==> config.mk <==
export PLATFORM = sky130hd
export DESIGN_NAME = piso_tx_8_bit
export DESIGN_NICKNAME = d
export VERILOG_FILES = /design/src/rtl/piso_tx_8_bit.sv
export SDC_FILE = /design/constraint.sdc
export NUM_CORES = 1
export LEC_CHECK = 0
export CAP_MARGIN = 20
export CELL_PAD_IN_SITES_DETAIL_PLACEMENT = 1
export CELL_PAD_IN_SITES_GLOBAL_PLACEMENT = 2
export CORE_AREA = 2 2 62 64
export DETAILED_ROUTE_END_ITERATION = 10
export DIE_AREA = 0 0 64 66
export PLACE_DENSITY = 0.71
export REMOVE_ABC_BUFFERS = 1
export SLEW_MARGIN = 5
export SYNTH_ARGS = -nofsm -noshare
export SYNTH_HDL_FRONTEND = slang
export SYNTH_SLANG_ARGS = --single-unit
==> constraint.sdc <==
create_clock -name clk -period 1.8 [get_ports clk]
set_input_delay 0.18 -clock clk [delete_from_list [all_inputs] [get_ports clk]]
set_output_delay 0.18 -clock clk [all_outputs]
set_load 0.01 [all_outputs]
==> src/rtl/piso_tx_8_bit.sv <==
// piso_tx_8_bit: parallel-in/serial-out transmitter, LSB first.
// Frame: start (0), DATA_W data bits, optional even-parity bit, stop (1).
// Optional feature macro: TX_PARITY_EN (inserts the PARITY state and parity bit).
// Handshake: a word is accepted on any rising clk edge where load=1 and
// ready=1; load while busy is dropped. done pulses for one cycle when the
// stop bit has been held for its full period.
module piso_tx_8_bit #(
    parameter int DATA_W       = 8,
    parameter int CLKS_PER_BIT = 4
) (
    input  logic              clk,
    input  logic              reset,
    input  logic [DATA_W-1:0] data,
    input  logic              load,
    output logic              ready,
    output logic              busy,
    output logic              tx,
    output logic              done,
    output logic [2:0]        state_dbg
);

    localparam int CNT_W = (CLKS_PER_BIT > 1) ? $clog2(CLKS_PER_BIT) : 1;
    localparam int BIT_W = (DATA_W > 1) ? $clog2(DATA_W) : 1;
    localparam logic [CNT_W-1:0] CNT_LAST = CNT_W'(CLKS_PER_BIT - 1);
    localparam logic [BIT_W-1:0] BIT_LAST = BIT_W'(DATA_W - 1);

    typedef enum logic [2:0] {
        IDLE   = 3'd0,
        START  = 3'd1,
        DATA   = 3'd2,
`ifdef TX_PARITY_EN
        PARITY = 3'd3,
`endif
        STOP   = 3'd4
    } state_t;

    state_t              state_q, state_d;
    logic [CNT_W-1:0]    clk_cnt_q, clk_cnt_d;
    logic [BIT_W-1:0]    bit_cnt_q, bit_cnt_d;
    logic [DATA_W-1:0]   shift_q, shift_d;
    logic                tx_q, tx_d;
    logic                done_q, done_d;
    logic                ready_q, ready_d;
    logic                bit_end;
`ifdef TX_PARITY_EN
    logic                parity_q, parity_d;
`endif

    // Last cycle of the current serial bit period.
    assign bit_end = (clk_cnt_q == CNT_LAST);

    // Next-state, counters, shift register and next registered outputs.
    always_comb begin
        state_d   = state_q;
        clk_cnt_d = clk_cnt_q;
        bit_cnt_d = bit_cnt_q;
        shift_d   = shift_q;
        tx_d      = tx_q;
        done_d    = 1'b0;
`ifdef TX_PARITY_EN
        parity_d  = parity_q;
`endif
        if (state_q != IDLE) begin
            clk_cnt_d = bit_end ? '0 : clk_cnt_q + 1'b1;
        end
        case (state_q)
            IDLE: begin
                tx_d = 1'b1;
                if (load) begin
                    state_d   = START;
                    shift_d   = data;
                    bit_cnt_d = '0;
                    clk_cnt_d = '0;
                    tx_d      = 1'b0;
`ifdef TX_PARITY_EN
                    parity_d  = ^data;
`endif
                end
            end
            START: begin
                if (bit_end) begin
                    state_d = DATA;
                    tx_d    = shift_q[0];
                end
            end
            DATA: begin
                if (bit_end) begin
                    if (bit_cnt_q == BIT_LAST) begin
`ifdef TX_PARITY_EN
                        state_d = PARITY;
                        tx_d    = parity_q;
`else
                        state_d = STOP;
                        tx_d    = 1'b1;
`endif
                    end else begin
                        bit_cnt_d = bit_cnt_q + 1'b1;
                        shift_d   = shift_q >> 1;
                        tx_d      = shift_d[0];
                    end
                end
            end
`ifdef TX_PARITY_EN
            PARITY: begin
                if (bit_end) begin
                    state_d = STOP;
                    tx_d    = 1'b1;
                end
            end
`endif
            STOP: begin
                if (bit_end) begin
                    state_d = IDLE;
                    tx_d    = 1'b1;
                    done_d  = 1'b1;
                end
            end
            default: begin
                state_d = IDLE;
                tx_d    = 1'b1;
            end
        endcase
        ready_d = (state_d == IDLE);
    end

    // State and output registers; reset aborts any frame and forces the line high.
    always_ff @(posedge clk or posedge reset) begin
        if (reset) begin
            state_q   <= IDLE;
            clk_cnt_q <= '0;
            bit_cnt_q <= '0;
            shift_q   <= '0;
            tx_q      <= 1'b1;
            done_q    <= 1'b0;
            ready_q   <= 1'b1;
`ifdef TX_PARITY_EN
            parity_q  <= 1'b0;
`endif
        end else begin
            state_q   <= state_d;
            clk_cnt_q <= clk_cnt_d;
            bit_cnt_q <= bit_cnt_d;
            shift_q   <= shift_d;
            tx_q      <= tx_d;
            done_q    <= done_d;
            ready_q   <= ready_d;
`ifdef TX_PARITY_EN
            parity_q  <= parity_d;
`endif
        end
    end

    assign tx        = tx_q;
    assign done      = done_q;
    assign ready     = ready_q;
    assign busy      = ~ready_q;
    assign state_dbg = state_q;

endmodule

==> metrics.csv <==
stage;metric;value;unit
cells_and_area;Reg area;478;sq um
clock_network;Clock H-tree levels;1;
clock_network;TritonCTS clock tree;yes;
synthesis;Cell Area, Synth;1020;sq um
cells_and_area;Finished Cell Area;1410;sq um
floorplan;I/O pin cnt;18;
timing;min Tclk post-route;1780;ps
clock_network;root buffer cell;clkbuf_4;
synthesis;post-synthesis async set-or-reset flop share;100;%
synthesis;sequential element share of the synthesized area;47.0;%
floorplan;Die Width;64;um
power;areal power density over the cells;1410;nW/um^2
placement;I/O Buffers;17;
clock_network;clock sink count;19;
global_routing;number of global-route vias before repair;839;
route;residual antenna-violating net count after detailed routing;0;
global_routing;Overflow after GRT;0;
worst_setup_path;Worst EP arrival;1970;ps
worst_setup_path;category of the worst setup path capture point;flip-flop;
synthesis;Post-synth top flop;dfrtp_1;
synthesis;Seq cells post-synth;19;
status;result of the run;finished clean;
route;vias;750;
synthesis;Yosys warning total;0;
flow_run;reported max-cap violation count;0;
synthesis;number of different library cells in the post-synthesis netlist;31;
global_routing;routing usage on met3;1.53;%
clock_network;clock latency on the worst-skew pair;300;ps
route;remaining routing DRC violations;0;
global_routing;wire length of the first global-routing pass;3.73;mm
floorplan;Initial Util;28.6;%
worst_setup_path;worst flop-to-flop path endpoint;shift_q[0]$_DFFE_PP0P_;
placement;detailed placement HPWL;1.66;mm
cells_and_area;area of combinational cells with multiple inputs;522;sq um
global_routing;GRT busiest layer;met2;
synthesis;EDFF count, synth;0;
synthesis;top cell type's share of synthesized area;41.9;%
global_routing;antenna violations before repair;0;
placement;Post-DP Area;1330;sq um
cells_and_area;share of post-route cells with drive strength above 1;33.9;%
synthesis;Synth area leader;dfrtp_1;
cells_and_area;diodes inserted;0;
worst_setup_path;CP max FO;5;
floorplan;placeable core region;3550;sq um
route;drt via density;4.52;
route;number of DRC markers in iteration 0;26;
floorplan;Core Rows;22;
timing;Setup Skew;7.26;ps
worst_setup_path;register-to-register setup slack;20;ps
global_routing;fraction of met2 tracks used by global routing;22.1;%
power;Worst VDD drop;0.476;mV
timing;Final setup viols;0;
synthesis;post-synthesis average cell area;11.8;sq um
placement;final weighted congestion in routability-driven placement;0.743;
floorplan;area enclosed by the die boundary;4220;sq um
synthesis;cell with the most instances after synthesis;dfrtp_1;
worst_setup_path;R2R depth;6;
synthesis;dominant cells by area after synthesis;dfrtp_1 (42%), mux2_2 (13%), dfstp_2 (5.2%), mux2_1 (4.4%), ha_1 (3.7%);
clock_network;cts bufs inserted;3;
global_routing;pin count of the biggest net entering global routing;20;
timing;Worst Tran Pin Value;333;ps
timing;Slew HR;77.6;%
timing;share of the cycle needed by the critical path after routing;98.7;%
timing;FMAX;0.563;GHz
timing;unrepaired setup endpoints after global routing;true;
global_routing;Total GRT Usage;11.6;%
clock_network;post-CTS clock slew at the launch and capture registers of the worst setup and hold paths;110;ps
route;total routed wirelength;2.11;mm
worst_setup_path;Crit Path Category;flip-flop to flip-flop;
power;leak pwr;0.603;nW
floorplan;die extent in y;66;um
global_routing;global-route track usage on met1;12.5;%
route;post-detailed-route wirelength per cell;12.7;um
timing;final hold violations;0;
clock_network;CTS Hold Buffers Added;0;
timing;max-slew violation count;0;
worst_hold_path;Hold/Removal Path Class;primary input to asynchronous set/reset pin;
route;TritonRoute pass-1 iters;4;
worst_setup_path;Crit Reg-Reg Startpoint;bit_cnt_q[1]$_DFFE_PP0P_;
cells_and_area;Layout Area Growth over Synthesis;38.9;%
cells_and_area;fraction of the core area covered by cells at the end of the flow;39.7;%
worst_setup_path;launching element type of the critical path;flip-flop;
cells_and_area;Post-layout nets;133;
synthesis;synth cell count leaders;dfrtp_1 (17), mux2_2 (12), inv_1 (8);
synthesis;gate count of the mapped netlist;86;
power;Design Power;1.99;mW
cells_and_area;Fillers;387;
clock_network;Max clock buf depth;2;
worst_setup_path;data required time of the worst path;1990;ps
area by class of cell:
| type | instances | share of cell area [%] |
|---|---|---|
| multi-input cells | 55 | 37.0 |
| flip-flops and latches | 19 | 33.9 |
| inverters | 8 | 2.13 |
| clock buffers | 4 | 1.86 |
| repair buffers | 32 | 20.9 |
| well taps | 48 | 4.26 |
sequential cells by signal, indices dropped and copies added (netlist names):
signal / cells
state_dbg: 3
done: 1
shift_q: 8
bit_cnt_q: 3
tx: 1
clk_cnt_q: 2
ready: 1
critical path: stages, from the launching register on:
cell and delay, ps:
dfrtp_1 400, ha_2 200, ha_4 150, nand3b_1 150, a211oi_2 250, buf_4 200, mux2_4 310
layout by cell type (no fill, tap or decap), types with 5 or more instances in the layout:
master           count
o21ai_0              5
mux2_2               6
inv_1                8
mux2_4               8
buf_4               14
clkdlybuf4s50_1     17
dfrtp_1             17
per-stage QoR:
stage               worst slack [ps]  hold slack (ps)  cells  TNS (ps)
floorplan                       -277              130     82     -2360
global placement                19.4              480    160         0
detailed placement             -35.9              482    160      -188
CTS                            0.731              182    164         0
global route                   -76.5              210    166      -627
finish                          22.9              191    166         0
repair_timing:
item | in CTS | in global routing
endpoints found under the hold margin | 0 | 0
buffers inserted | 0 | 2
cloned | 0 | 0
pin swaps | 1 | 2
endpoints found under the setup margin | 8 | 10
gates resized for setup | 1 | 10
report_power, final:
| group | internal [mW] | switching (mW) |
|---|---|---|
| clock network | 0.0863 | 0.129 |
| registers | 0.618 | 0.108 |
| logic | 0.637 | 0.411 |
| total | 1.34 | 0.647 |
routing by layer:
metal | routed length, um | share of wire [%]
met1 | 893 | 42
met2 | 1120 | 53
met3 | 67 | 3.2
met4 | 33 | 1.6
met5 | 0 | 0
how the worst max path moves through the flow:
stage                                  start                endpoint  slack (ps)
floorplan           bit_cnt_q[0]$_DFFE_PP0P_  shift_q[0]$_DFFE_PP0P_        -280
global placement    bit_cnt_q[0]$_DFFE_PP0P_  shift_q[6]$_DFFE_PP0P_          20
detailed placement  bit_cnt_q[0]$_DFFE_PP0P_  shift_q[0]$_DFFE_PP0P_         -40
CTS                 bit_cnt_q[0]$_DFFE_PP0P_  shift_q[0]$_DFFE_PP0P_         0.7
global route        bit_cnt_q[1]$_DFFE_PP0P_  shift_q[0]$_DFFE_PP0P_         -80
finish              bit_cnt_q[1]$_DFFE_PP0P_  shift_q[0]$_DFFE_PP0P_          20
kinds of logic (layout without fill, tap and decap cells):
group	count (synthesis)	in the layout	synth area share [%]
flip-flops	19	19	47.0
AND/OR/NAND/NOR	21	21	14.2
AO/OA/AOI/OAI	12	12	8.50
adder cells (fa/ha/maj)	3	3	3.69
buffers and inverters	12	44	6.03
XOR/XNOR	1	1	0.862
multiplexers	18	18	19.7
Note: power is estimated with default switching activity, not from simulation.
